**src/rtl/cpu_pkg.sv**
```systemverilog
// Shared definitions for the interrupt controller slice.
// FSM encoding, IRQ codes, default vector layout and helpers.
package cpu_pkg;

   localparam int N_IRQ = 4;

   typedef enum logic [1:0] {
      ST_IDLE    = 2'd0,
      ST_OFFER   = 2'd1,
      ST_SERVICE = 2'd2
   } irq_state_t;

   localparam logic [2:0] IRQ_NONE = 3'b000;
   localparam logic [2:0] IRQ_L0   = 3'b001;
   localparam logic [2:0] IRQ_L1   = 3'b010;
   localparam logic [2:0] IRQ_L2   = 3'b011;
   localparam logic [2:0] IRQ_L3   = 3'b100;

   localparam logic [9:0] VEC_BASE_DEF   = 10'b1101100000;
   localparam int         VEC_STRIDE_DEF = 8;

   // Fixed priority: lowest set index wins.
   function automatic logic [1:0] prio_sel(input logic [3:0] req);
      logic [1:0] idx;
      idx = 2'd0;
      priority case (1'b1)
         req[0]:  idx = 2'd0;
         req[1]:  idx = 2'd1;
         req[2]:  idx = 2'd2;
         req[3]:  idx = 2'd3;
         default: idx = 2'd0;
      endcase
      return idx;
   endfunction

   // Line index to the code presented to the CPU.
   function automatic logic [2:0] irq_code(input logic [1:0] idx);
      logic [2:0] code;
      code = IRQ_NONE;
      unique case (idx)
         2'd0: code = IRQ_L0;
         2'd1: code = IRQ_L1;
         2'd2: code = IRQ_L2;
         2'd3: code = IRQ_L3;
      endcase
      return code;
   endfunction

   // Vector address of a line.
   function automatic logic [9:0] vec_addr(
      input logic [9:0] base,
      input int         stride,
      input logic [1:0] idx
   );
      return base + 10'(stride * int'(idx));
   endfunction

endpackage

```
**src/rtl/irq_ctrl_if.sv**
```systemverilog
// CPU-side bundle of the interrupt controller.
// master = CPU, slave = controller.
interface irq_ctrl_if;

   logic       e_interrupt;
   logic       wcalli;
   logic       pop_inm;
   logic       we_mask;
   logic [3:0] mask_d;

   logic [2:0] ir_attended;
   logic [9:0] dir_sal_in;
   logic       in_service;
   logic [3:0] pending;
   logic [7:0] irq_count;

   modport master (
      output e_interrupt, wcalli, pop_inm, we_mask, mask_d,
      input  ir_attended, dir_sal_in, in_service, pending, irq_count
   );

   modport slave (
      input  e_interrupt, wcalli, pop_inm, we_mask, mask_d,
      output ir_attended, dir_sal_in, in_service, pending, irq_count
   );

endinterface

```
**src/rtl/irq_sync.sv**
```systemverilog
// Per-line synchronizer and rising-edge detector.
// Two sync flops feed a history flop; rise = sync2 & ~hist.
module irq_sync (
   input  logic clk,
   input  logic reset,
   input  logic irq,
   output logic rise
);

   logic sync1;
   logic sync2;
   logic hist;

   // shift the async line through sync1 -> sync2 -> hist
   always_ff @(posedge clk) begin
      if (reset) begin
         sync1 <= 1'b0;
         sync2 <= 1'b0;
         hist  <= 1'b0;
      end else begin
         sync1 <= irq;
         sync2 <= sync1;
         hist  <= sync2;
      end
   end

   assign rise = sync2 & ~hist;

endmodule

```
**src/rtl/irq_ctrl.sv**
```systemverilog
// Four-line fixed-priority interrupt controller.
// Offers one line at a time and holds it until popped.
module irq_ctrl
   import cpu_pkg::*;
#(
   parameter logic [9:0] VEC_BASE   = VEC_BASE_DEF,
   parameter int         VEC_STRIDE = VEC_STRIDE_DEF
) (
   input  logic          clk,
   input  logic          reset,
   input  logic [3:0]    irq_in,
   irq_ctrl_if.slave     bus
);

   irq_state_t state;
   irq_state_t state_nx;

   logic [1:0] sel;
   logic [1:0] sel_nx;
   logic [3:0] pend;
   logic [3:0] mask;
   logic [7:0] count;

   logic [3:0] rise;
   logic [3:0] armed;
   logic [3:0] clr;
   logic       accept;
   logic [2:0] code;
   logic [9:0] vec;
   logic       busy;

   for (genvar i = 0; i < N_IRQ; i++) begin : g_sync
      irq_sync u_sync (
         .clk   (clk),
         .reset (reset),
         .irq   (irq_in[i]),
         .rise  (rise[i])
      );
   end

   assign armed = pend & mask;
   assign clr   = accept ? (4'b0001 << sel) : 4'b0000;

   // next-state logic and per-state outputs
   always_comb begin
      state_nx = state;
      sel_nx   = sel;
      accept   = 1'b0;
      code     = IRQ_NONE;
      vec      = '0;
      busy     = 1'b0;
      unique case (state)
         ST_IDLE: begin
            if (bus.e_interrupt && (|armed)) begin
               state_nx = ST_OFFER;
               sel_nx   = prio_sel(armed);
            end
         end
         ST_OFFER: begin
            code = irq_code(sel);
            vec  = vec_addr(VEC_BASE, VEC_STRIDE, sel);
            if (bus.wcalli) begin
               accept   = 1'b1;
               state_nx = ST_SERVICE;
            end else if (!bus.e_interrupt) begin
               state_nx = ST_IDLE;
            end
         end
         ST_SERVICE: begin
            busy = 1'b1;
            vec  = vec_addr(VEC_BASE, VEC_STRIDE, sel);
            if (bus.pop_inm) begin
               state_nx = ST_IDLE;
            end
         end
         default: begin
            state_nx = ST_IDLE;
         end
      endcase
   end

   // state and frozen selection registers
   always_ff @(posedge clk) begin
      if (reset) begin
         state <= ST_IDLE;
         sel   <= 2'd0;
      end else begin
         state <= state_nx;
         sel   <= sel_nx;
      end
   end

   // pending latch: a new edge wins over a same-cycle clear
   always_ff @(posedge clk) begin
      if (reset) begin
         pend <= 4'b0000;
      end else begin
         pend <= (pend & ~clr) | rise;
      end
   end

   // mask register, writable in any state
   always_ff @(posedge clk) begin
      if (reset) begin
         mask <= 4'b1111;
      end else if (bus.we_mask) begin
         mask <= bus.mask_d;
      end
   end

   // saturating count of accepted interrupts
   always_ff @(posedge clk) begin
      if (reset) begin
         count <= 8'h00;
      end else if (accept && (count != 8'hFF)) begin
         count <= count + 8'h01;
      end
   end

   assign bus.ir_attended = code;
   assign bus.dir_sal_in  = vec;
   assign bus.in_service  = busy;
   assign bus.pending     = pend;
   assign bus.irq_count   = count;

endmodule

```
**src/flat_wrapper.sv**
```systemverilog
// flat-port wrapper written by rule: the top's interface ports become plain ports
module irq_ctrl_flat import cpu_pkg::*;
#(
   parameter logic [9:0] VEC_BASE   = VEC_BASE_DEF,
   parameter int         VEC_STRIDE = VEC_STRIDE_DEF
)
  (clk, reset, irq_in, bus_e_interrupt, bus_wcalli, bus_pop_inm, bus_we_mask, bus_mask_d, bus_ir_attended, bus_dir_sal_in, bus_in_service, bus_pending, bus_irq_count);
  irq_ctrl_if bus_i ();
  input  logic clk;
  input  logic reset;
  input  logic [3:0] irq_in;
  input wire logic [$bits(bus_i.e_interrupt)-1:0] bus_e_interrupt;
  input wire logic [$bits(bus_i.wcalli)-1:0] bus_wcalli;
  input wire logic [$bits(bus_i.pop_inm)-1:0] bus_pop_inm;
  input wire logic [$bits(bus_i.we_mask)-1:0] bus_we_mask;
  input wire logic [$bits(bus_i.mask_d)-1:0] bus_mask_d;
  output wire logic [$bits(bus_i.ir_attended)-1:0] bus_ir_attended;
  output wire logic [$bits(bus_i.dir_sal_in)-1:0] bus_dir_sal_in;
  output wire logic [$bits(bus_i.in_service)-1:0] bus_in_service;
  output wire logic [$bits(bus_i.pending)-1:0] bus_pending;
  output wire logic [$bits(bus_i.irq_count)-1:0] bus_irq_count;
  assign bus_i.e_interrupt = bus_e_interrupt;
  assign bus_i.wcalli = bus_wcalli;
  assign bus_i.pop_inm = bus_pop_inm;
  assign bus_i.we_mask = bus_we_mask;
  assign bus_i.mask_d = bus_mask_d;
  assign bus_ir_attended = bus_i.ir_attended;
  assign bus_dir_sal_in = bus_i.dir_sal_in;
  assign bus_in_service = bus_i.in_service;
  assign bus_pending = bus_i.pending;
  assign bus_irq_count = bus_i.irq_count;
  irq_ctrl #(.VEC_BASE(VEC_BASE), .VEC_STRIDE(VEC_STRIDE)) u_core (.clk(clk), .reset(reset), .irq_in(irq_in), .bus(bus_i));
endmodule
```
**config.mk**
```make
export PLATFORM = sky130hd
export DESIGN_NAME = irq_ctrl_flat
export DESIGN_NICKNAME = d
export VERILOG_FILES = /design/src/rtl/cpu_pkg.sv /design/src/rtl/irq_ctrl_if.sv /design/src/rtl/irq_sync.sv /design/src/rtl/irq_ctrl.sv /design/src/flat_wrapper.sv
export SDC_FILE = /design/constraint.sdc
export NUM_CORES = 1
export LEC_CHECK = 0
export ABC_CLOCK_PERIOD_IN_PS = 1700
export CAP_MARGIN = 20
export CORE_MARGIN = 1
export CORE_UTILIZATION = 42
export CTS_BUF_LIST = sky130_fd_sc_hd__clkbuf_16
export CTS_CLUSTER_DIAMETER = 50
export DETAILED_ROUTE_END_ITERATION = 10
export GPL_TIMING_DRIVEN = 0
export PLACE_DENSITY = 0.73
export SYNTH_ARGS = -nofsm -noshare
export SYNTH_HDL_FRONTEND = slang
export SYNTH_SLANG_ARGS = --single-unit
export TNS_END_PERCENT = 50
```
**constraint.sdc**
```tcl
create_clock -name clk -period 1.7 [get_ports clk]
set_clock_uncertainty 0.2 [all_clocks]
set_input_delay 0.34 -clock clk [delete_from_list [all_inputs] [get_ports clk]]
set_output_delay 0.34 -clock clk [all_outputs]
set_load 0.1 [all_outputs]
```
==> impl_metrics.tcl <==
set metrics [dict create \
    rows 21 \
    timing.final.ws_setup_ps -133 \
    numCtsBuffers 5 \
    hpwl_um 2190 \
    cap_violations 0 \
    violations "setup timing" \
    startpoint_type "flip-flop" \
    worstSetupEndpointType "output pin" \
    h-tree-depth 2 \
    fin_util_pct 65.9 \
    drc 0 \
    status "finished with violations" \
    crit_required_ps 1160 \
    fp.dieH_um 60.9 \
    grt_pass1_vias 1110 \
    leakage_uw 0.000902 \
    die_area_um2 3700 \
    area_growth_pct 51.2 \
    overflow 0 \
    post_dp_cell_area_um2 1940 \
    critical_path_class "flip-flop to output pin" \
    clk_pin_slew_worst_paths_ps 50 \
    vdd.ir_drop.worst_v 0.000798 \
    dpl.cell_count 238 \
    cts_tree "yes" \
    core_um2 3340 \
    crit_start "u_core.state[0]" \
    start_util_pct 43.6 \
    drtIter0Drc 22 \
    power_uw 2060 \
    clockRootBuffer "clkbuf_16" \
    wirelength_um 3130 \
    gp_congestion 0.786 \
    syn_area_per_cell_um2 9.39 \
    yosys_warnings 0 \
    avgRoutedWirePerCell_um 12.4 \
    track_usage_pct 18.0 \
    stdcell_count 252 \
    fp.dieW_um 60.9 \
    fin_area_um2 2200 \
    vias 1177 \
    hp-class "flip-flop to flip-flop" \
    io_buffer_count 34 \
    syn_area_um2 1460 \
    ios 40 \
    final_common_cell "nor2b_1" \
    crit_fanout 6 \
    finalHoldViolations 0 \
    finalSetupViolations 10 \
    antenna_left 0 \
    antenna_cells 0 \
    arrival_ps 1290 \
    cts_sinks 32 \
    synth.distinct_cells 37 \
    yosysSeqAreaShare_pct 44.0 \
    synthCells 155 \
    grt_pass1_wl_um 4660 \
    layout-drive-gt1-share_pct 37.9 \
    nNetsFinal 228 \
    p_per_area_nw_per_um2 937 \
    vias_per_cell 4.67 \
    worstSetupEndpoint "bus_dir_sal_in[3]" \
    max_clock_freq_ghz 0.546 \
    synth_seq_cells 32 \
    antenna_found_initial 0 \
    dr.pass1.iters 4 \
    slew_viol_final 0 \
    final_cell_mix "nor2b_1 (17), nand2_1 (16), dfxtp_1 (16), buf_4 (14)" \
    r2r_slack_ps -30 \
    grt_max_degree 11 \
    r2r_cells 7 \
    cts-hold-fix-buffers 0 \
    period_share_pct 108 \
    post-place-ws_ps -905 \
    period_needed_ps 1830 \
    cts_buffer_depth 2 \
    rsz0062_at_grt "true" \
    reg2reg_to "u_core.bus.irq_count[3]" \
    clk_latency_ps 270 \
    timing.rr.start "u_core.state[1]" \
]
-- routing by layer --
metal / GRT usage (%) / part of all wire, % / vias up
li1: - / - / 611
met3: 6.61 / 4.3 / 5
met5: 0 / 0 / -
met2: 32.3 / 51 / 29
met1: 18.8 / 43 / 532
met4: 7.79 / 1.3 / 0
-- report_power, final --
group	switching [µW]	internal [µW]
Sequential	24.8	769
Clock	285	524
Combinational	293	165
Total	602	1460
-- through the flow --
stage               hold WS (ps)  setup TNS [ps]
finish                       232            -956
global route                 261           -1300
CTS                          233           -1040
detailed placement           221          -13850
global placement             218          -13220
floorplan                    212            -351
-- synthesized netlist by cell type --
library cell  number  share of area (%)
o41ai_1            1               0.60
a32o_1             1               0.69
a22oi_1            2                1.0
nor4_1             1               0.43
and2_1             4                1.7
nand4_1            1               0.43
nor2b_1           17                7.3
o311ai_1           2                1.2
a31oi_1            1               0.43
a211oi_1           1               0.52
nand2b_1           2               0.86
o21ai_1            1               0.34
nand3_4            1                1.2
o21ai_0            5                1.7
o31ai_4            1                1.5
or3_1              3                1.3
clkbuf_1           3               0.77
dfxtp_1           32                 44
inv_1              6                1.5
o21a_1             1               0.52
mux2i_1            5                3.4
nand3_1            2               0.69
a21oi_1           10                3.4
nor3_2             1               0.69
nor3b_2            1               0.86
nand2_1           16                4.1
ha_1               9                7.7
buf_4              7                3.6
nor2_1             8                2.1
xor2_1             2                1.2
o211a_1            1               0.69
nor3_1             1               0.34
nand3b_1           1               0.52
conb_1             1               0.26
buf_6              1               0.77
and2_2             2                1.0
and3_1             1               0.43
-- area by class of cell --
type                       instances  area, µm²
multi-input combinational        109        808
buffer                            11       75.1
sequential                        32        688
clock buffer                       5        125
fill                             262       1140
timing repair buffer              40        404
inverter                           6       30.0
tap                               46       57.6
clock inverter                     3       11.3
-- logic make-up (layout without fill, tap and decap cells) --
kind of cell    count (synthesis)  after routing  share of synthesized area (%)
xor+xnor                        2              2                           1.20
flops                          32             32                           44.0
mux                             5              5                           3.44
compound gates                 27             27                           12.6
simple gates                   62             62                           24.0
other cells                     1              4                          0.258
buf+inv                        17             65                           6.71
fa+ha+maj                       9              9                           7.74
-- critical path, cell delays in order, from the launching register on --
cell and delay [ps]:
dfxtp_4 370, inv_4 40, ha_4 280, and2_4 150, buf_12 160
-- registers in the layout, summed over array words and instances (netlist names) --
signal / count
u_core.g_sync.u_sync.sync2: 4
u_core.sel: 2
u_core.g_sync.u_sync.sync1: 4
u_core.bus.irq_count: 8
u_core.g_sync.u_sync.hist: 4
u_core.mask: 4
u_core.state: 2
u_core.bus.pending: 4
-- how the worst min path moves through the flow --
stage                                  start  cells after the start  slack (ps)                             to
3_5_place_dp   u_core.g_sync[2].u_sync.sync1                      1         220  u_core.g_sync[2].u_sync.sync2
4_1_cts        u_core.g_sync[2].u_sync.sync1                      1         230  u_core.g_sync[2].u_sync.sync2
5_1_grt        u_core.g_sync[2].u_sync.sync1                      1         260  u_core.g_sync[2].u_sync.sync2
2_1_floorplan                          reset                      1         210  u_core.g_sync[1].u_sync.sync1
3_3_place_gp   u_core.g_sync[0].u_sync.sync1                      1         220  u_core.g_sync[0].u_sync.sync2
6_report       u_core.g_sync[2].u_sync.sync1                      1         230  u_core.g_sync[2].u_sync.sync2
-- timing repair --
action / 4_1_cts / 5_1_grt
endpoints found under the setup margin: 23 / 13
resized for setup: 156 / 7
buffers inserted: 4 / 2
pin swaps: 2 / 2
No activity file was read; power rests on OpenSTA's default activity.
